### src/rtl/tcdm_req_resp_buffer.sv
// Decoupling stage in front of one TCDM crossbar port: a request FIFO feeds the crossbar,
// a response FIFO returns read data, and credits guarantee every response has a slot.
module tcdm_req_resp_buffer #(
    parameter int unsigned BankAddrWidth = 2,
    parameter int unsigned ReqDataWidth  = 32,
    parameter int unsigned RespDataWidth = 32,
    parameter int unsigned ReqDepth      = 2,
    parameter int unsigned RespDepth     = 4,
    parameter int unsigned RespLat       = 1,
    parameter bit          WriteRespOn   = 1'b1
) (
    input  logic                     clk_i,
    input  logic                     rst_ni,
    input  logic                     req_valid_i,
    output logic                     req_ready_o,
    input  logic [BankAddrWidth-1:0] req_add_i,
    input  logic                     req_wen_i,
    input  logic [ReqDataWidth-1:0]  req_wdata_i,
    output logic                     resp_valid_o,
    input  logic                     resp_ready_i,
    output logic [RespDataWidth-1:0] resp_rdata_o,
    output logic                     xbar_req_o,
    output logic [BankAddrWidth-1:0] xbar_add_o,
    output logic                     xbar_wen_o,
    output logic [ReqDataWidth-1:0]  xbar_wdata_o,
    input  logic                     xbar_gnt_i,
    input  logic                     xbar_vld_i,
    input  logic [RespDataWidth-1:0] xbar_rdata_i
);

    localparam int unsigned RqPtrW = (ReqDepth > 1) ? $clog2(ReqDepth) : 1;
    localparam int unsigned RqCntW = $clog2(ReqDepth + 1);
    localparam int unsigned RsPtrW = (RespDepth > 1) ? $clog2(RespDepth) : 1;
    localparam int unsigned CntW   = $clog2(RespDepth + 1);

    typedef struct packed {
        logic [BankAddrWidth-1:0] add;
        logic                     wen;
        logic [ReqDataWidth-1:0]  wdata;
    } req_t;

    req_t                     rq_mem_q [ReqDepth];
    logic [RqPtrW-1:0]        rq_wptr_q, rq_wptr_d, rq_rptr_q, rq_rptr_d;
    logic [RqCntW-1:0]        rq_cnt_q, rq_cnt_d;
    logic [RespDataWidth-1:0] rs_mem_q [RespDepth];
    logic [RsPtrW-1:0]        rs_wptr_q, rs_wptr_d, rs_rptr_q, rs_rptr_d;
    logic [CntW-1:0]          rs_cnt_q, rs_cnt_d;
    logic [CntW-1:0]          cnt_q, cnt_d;

    logic rq_full, rq_empty, rq_push, issue, needs_resp;
    logic rs_full, rs_empty, rs_push, rs_pop;
    req_t head;

    assign rq_full     = (rq_cnt_q == RqCntW'(ReqDepth));
    assign rq_empty    = (rq_cnt_q == '0);
    assign req_ready_o = rst_ni & ~rq_full;
    assign rq_push     = req_valid_i & req_ready_o;

    assign head       = rq_empty ? '0 : rq_mem_q[rq_rptr_q];
    assign needs_resp = ~head.wen | WriteRespOn;
    // Issue only with a free response slot; registered cnt_q keeps the check off the pop path.
    assign xbar_req_o   = ~rq_empty & ((cnt_q < CntW'(RespDepth)) | ~needs_resp);
    assign issue        = xbar_req_o & xbar_gnt_i;
    assign xbar_add_o   = head.add;
    assign xbar_wen_o   = head.wen;
    assign xbar_wdata_o = head.wdata;

    assign rs_empty     = (rs_cnt_q == '0);
    assign rs_full      = (rs_cnt_q == CntW'(RespDepth));
    assign resp_valid_o = ~rs_empty;
    assign resp_rdata_o = rs_empty ? '0 : rs_mem_q[rs_rptr_q];
    assign rs_pop       = resp_valid_o & resp_ready_i;
    // Responses still in flight = owed minus buffered; stray valids outside that window are dropped.
    assign rs_push      = xbar_vld_i & (cnt_q > rs_cnt_q);

    always_comb begin
        rq_wptr_d = rq_wptr_q;
        rq_rptr_d = rq_rptr_q;
        rs_wptr_d = rs_wptr_q;
        rs_rptr_d = rs_rptr_q;
        if (rq_push) rq_wptr_d = (rq_wptr_q == RqPtrW'(ReqDepth - 1)) ? '0 : rq_wptr_q + 1'b1;
        if (issue)   rq_rptr_d = (rq_rptr_q == RqPtrW'(ReqDepth - 1)) ? '0 : rq_rptr_q + 1'b1;
        if (rs_push) rs_wptr_d = (rs_wptr_q == RsPtrW'(RespDepth - 1)) ? '0 : rs_wptr_q + 1'b1;
        if (rs_pop)  rs_rptr_d = (rs_rptr_q == RsPtrW'(RespDepth - 1)) ? '0 : rs_rptr_q + 1'b1;
        rq_cnt_d = rq_cnt_q + RqCntW'(rq_push) - RqCntW'(issue);
        rs_cnt_d = rs_cnt_q + CntW'(rs_push) - CntW'(rs_pop);
        cnt_d    = cnt_q + CntW'(issue & needs_resp) - CntW'(rs_pop);
    end

    always_ff @(posedge clk_i or negedge rst_ni) begin
        if (!rst_ni) begin
            rq_wptr_q <= '0;
            rq_rptr_q <= '0;
            rq_cnt_q  <= '0;
            rs_wptr_q <= '0;
            rs_rptr_q <= '0;
            rs_cnt_q  <= '0;
            cnt_q     <= '0;
        end else begin
            rq_wptr_q <= rq_wptr_d;
            rq_rptr_q <= rq_rptr_d;
            rq_cnt_q  <= rq_cnt_d;
            rs_wptr_q <= rs_wptr_d;
            rs_rptr_q <= rs_rptr_d;
            rs_cnt_q  <= rs_cnt_d;
            cnt_q     <= cnt_d;
        end
    end

    always_ff @(posedge clk_i) begin
        if (rq_push) rq_mem_q[rq_wptr_q] <= '{add: req_add_i, wen: req_wen_i, wdata: req_wdata_i};
        if (rs_push) rs_mem_q[rs_wptr_q] <= xbar_rdata_i;
    end

`ifndef SYNTHESIS
    always @(posedge clk_i) begin
        assert (ReqDepth > 0 && RespDepth > 0 && RespLat > 0);
        if (rst_ni) begin
            assert (!(xbar_vld_i && rs_full));
            assert (!(xbar_vld_i && (cnt_q <= rs_cnt_q)));
        end
    end

    assert property (@(posedge clk_i) disable iff (!rst_ni)
        (xbar_req_o && !xbar_gnt_i) |=> (xbar_req_o && $stable({xbar_add_o, xbar_wen_o, xbar_wdata_o})));
`endif

endmodule
### config.mk
export PLATFORM = sky130hd
export DESIGN_NAME = tcdm_req_resp_buffer
export DESIGN_NICKNAME = d
export VERILOG_FILES = /design/src/rtl/tcdm_req_resp_buffer.sv
export SDC_FILE = /design/constraint.sdc
export NUM_CORES = 1
export LEC_CHECK = 0
export ABC_AREA = 1
export CELL_PAD_IN_SITES_DETAIL_PLACEMENT = 0
export CELL_PAD_IN_SITES_GLOBAL_PLACEMENT = 1
export CORE_ASPECT_RATIO = 0.5
export CORE_MARGIN = 10
export CORE_UTILIZATION = 42
export DETAILED_ROUTE_END_ITERATION = 10
export GPL_ROUTABILITY_DRIVEN = 1
export GPL_TIMING_DRIVEN = 0
export PLACE_DENSITY = 0.89
export SLEW_MARGIN = 20
export SYNTH_ARGS = -nofsm -noshare
export SYNTH_HDL_FRONTEND = slang
export SYNTH_SLANG_ARGS = --single-unit
### constraint.sdc
create_clock -name clk_i -period 3.3 [get_ports clk_i]
set_input_delay 0.33 -clock clk_i [delete_from_list [all_inputs] [get_ports clk_i]]
set_output_delay 0.33 -clock clk_i [all_outputs]
set_load 0.05 [all_outputs]
==> reports/results.txt <==
Htree depth -> 1
Placed cells -> 1,177
Final hold viol count -> 0
R2R depth -> 13
Routed via count -> 5,804
Vias in the first global route -> 5,970
Slew Limit Fails -> 0
Startpoint types -> register
Cts hold-fix bufs -> 0
Post-DR wirelength/cell -> 16.7 um
Fmax -> 0.328 GHz
Max-cap violation count -> 0
Area of the multi-input gates -> 1940 sq um
Die span in x -> 224 um
Clock sink total -> 212
Largest net degree at the start of global routing -> 36
Worst path cell trace -> buf_2 -> clkbuf_1 -> nand2_1 -> a21oi_1 -> clkdlybuf4s50_1
Slowest cell on crit path -> clkdlybuf4s50_1
Syn avg cell area -> 11.5 sq um
Layout cell share with drive strength beyond 1 -> 0.122
Power Density -> 1090 nW/um^2
WL final -> 20.3 mm
Worst-Margin Slew -> 0.773 ns
Fill cell count -> 1,657
Initial DRC Count -> 272
CP Class -> register to output pin
Area Overhead vs Synth -> 29.8%
Post-route DRC -> 0
Die height -> 122 um
Sw power -> 0.00552 W
Reg power frac -> 0.298
Post-DP HPWL -> 13.7 mm
Post-CTS sizing -> 0
GR Overflow Total -> 0
CTS tree -> built
Syn Nets -> 846
Final setup fails -> 0
CP Max Fanout -> 10
Clock network power share -> 0.194
RSZ-0062 raised after global routing -> false
Final Non-Filler Cells -> 1,215
First-pass GRT wire length -> 31.6 mm
Core area -> 20,500 sq um
Comb pwr share -> 0.508
Clock skew -> 0.0222 ns
Register area share after synthesis -> 0.721
R2r setup slk -> 0.53 ns
Leakage power -> 4.49 nW
Status -> completed
Gr usage total -> 0.145
Nets -> 1,016
CP required -> 2.97 ns
Initial antenna violation count -> 1
Gpl congestion -> 0.751
Yosys reg bits -> 212
Data arrival, critical path -> 2.72 ns
FF/Latch Area -> 6300 sq um
Worst reg2reg path startpoint -> rs_cnt_q[1]$_DFF_PN0_
Peak VDD IR -> 0.690 mV
Port-buffer cells -> 142
Post-Syn Area -> 8740 sq um
Slowest stage delay, CP -> 0.86 ns
Switching Share -> 0.446
Max Buffers Root-to-Sink -> 3
Setup_tns -> 0 ns
Reg-to-Reg End -> rs_cnt_q[2]$_DFF_PN0_
CP Capture Type -> output pin
Min Tclk post-route -> 3.05 ns
Rel. slew slack -> 0.484
Cells after Synth -> 757
Die area -> 27,300 sq um
First-pass detailed-route iteration total -> 6
# rows -> 37
Clock buffer count from CTS -> 21
Post-route ant nets -> 0
Via density -> 4.78
Synth warn -> 0
Setup Buffers After CTS -> 0
Fin crit share -> 0.923
Class of the worst hold path -> input pin to async pin
Internal power -> 0.00686 W
I/O Pins -> 143
Initial Utilization -> 0.426
Clock root cell -> clkbuf_16
Synth cell types -> 22
CTS clk-pin slew, worst paths -> 0.07 ns
Clock Latency Late Sink -> 0.50 ns
Post-route cell area -> 11,300 sq um
Placed cell areas -> 10,600 sq um
[placed cells by master (no fill, tap or decap)]
master           netlist  final
xnor2_1                3      3
nand3b_1               1      1
dfrtp_1               14     14
clkbuf_1               4      6
a21boi_1               1      1
nor2_4                 0      5
inv_2                 42     43
buf_12                 0      4
clkinv_2               2      6
o21ai_1                2      2
clkinv_8               0      1
buf_6                  3      3
clkdlybuf4s50_1        0    142
buf_1                  1      1
nand3_1               37     37
buf_4                  3      3
clkinvlp_4             0      1
bufinv_16              0      3
xor2_1                 4      4
clkinv_1               1      5
nand2_1              277    277
fa_1                   2      2
buf_16                 0      1
edfxtp_1             198    198
diode_2                0      1
clkbuf_16              0     21
a21oi_1               68     68
ha_1                  14     14
inv_6                  0      1
inv_1                 48     47
nor2_1                 9      4
buf_2                 23     23
[worst max path at each step]
stage	to	depth (start not counted)	slack (ns)	from
global route	resp_rdata_o[30]	5	0.05	rs_rptr_q[1]$_DFFE_PN0P_
detailed placement	req_ready_o	3	0.47	rst_ni
global placement	rs_mem_q[1][15]$_DFFE_PP_	7	-0.75	rs_cnt_q[1]$_DFF_PN0_
floorplan	rs_mem_q[0][0]$_DFFE_PP_	7	0.44	rs_cnt_q[1]$_DFF_PN0_
finish	resp_rdata_o[30]	5	0.25	rs_rptr_q[1]$_DFFE_PN0P_
CTS	resp_rdata_o[30]	5	0.16	rs_rptr_q[1]$_DFFE_PN0P_
[cells by family after synthesis]
| logic type | synth area share |
|---|---|
| AND/OR/NAND/NOR | 0.145 |
| adder cells (fa/ha/maj) | 0.0246 |
| buffers and inverters | 0.0620 |
| XOR/XNOR | 0.00702 |
| AO/OA/AOI/OAI | 0.0410 |
| flip-flops | 0.721 |
[layout make-up]
| type | instances | share of cell area |
|---|---|---|
| clock inverter | 14 | 0.0139 |
| timing repair buffer | 147 | 0.135 |
| tap | 273 | 0.0301 |
| multi-input combinational | 418 | 0.171 |
| antenna | 1 | 0.000221 |
| inverter | 93 | 0.0310 |
| sequential | 212 | 0.555 |
| clock buffer | 23 | 0.0470 |
| buffer | 34 | 0.0168 |
[state kept, by name, summed over array words and instances, names as in the netlist]
| signal | count |
|---|---|
| cnt_q | 3 |
| rq_cnt_q | 2 |
| rq_mem_q | 70 |
| rq_rptr_q | 1 |
| rq_wptr_q | 1 |
| rs_cnt_q | 3 |
| rs_mem_q | 128 |
| rs_rptr_q | 2 |
| rs_wptr_q | 2 |
[Yosys cell counts (all sizes together)]
library cell	instances	area (sq um)
nand2	277	1040
edfxtp	198	5950
inv	90	338
a21oi	68	340
nand3	37	185
buf	30	175
dfrtp	14	350
ha	14	175
nor2	9	33.8
clkbuf	4	15.0
xor2	4	35.0
clkinv	3	13.8
xnor2	3	26.3
fa	2	40.0
o21ai	2	10.0
a21boi	1	7.51
nand3b	1	7.51
[worst max-delay path: cells and delay by family, from the launching register on]
kind            cells  cell delay, ns
buf+inv             3            1.49
simple gates        1            0.12
flops               1            0.34
compound gates      1            0.25
[through the flow]
stage / total power [W] / setup slack (ns) / utilization / hold WS [ns]
after floorplan: 0.00789 / 0.442 / - / 0.0344
after global placement: 0.00989 / -0.747 / 0.512 / 0.453
after detailed placement: 0.0101 / 0.467 / 0.519 / 0.459
after CTS: 0.0125 / 0.157 / 0.553 / 0.275
after global routing: 0.0131 / 0.0529 / 0.553 / 0.299
final: 0.0124 / 0.254 / 0.553 / 0.263
[layer usage]
| metal | wire (um) | GRT usage | vias to the layer above |
|---|---|---|---|
| met4 | 348 | 0.0380 | 0 |
| met1 | 8570 | 0.173 | 2794 |
| li1 | - | - | 2842 |
| met3 | 1310 | 0.0391 | 25 |
| met5 | 0 | 0 | - |
| met2 | 10100 | 0.259 | 143 |
[power by group through the flow]
| stage | registers (W) | logic (W) | clock network (W) |
|---|---|---|---|
| 2_1_floorplan | 0.00372 | 0.00417 | 0 |
| 3_3_place_gp | 0.00376 | 0.00613 | 0 |
| 3_5_place_dp | 0.00374 | 0.00634 | 0 |
| 4_1_cts | 0.00369 | 0.00638 | 0.00244 |
| 5_1_grt | 0.00373 | 0.00679 | 0.00257 |
| 6_report | 0.00369 | 0.00629 | 0.00240 |
(Power assumes the default switching activity.)
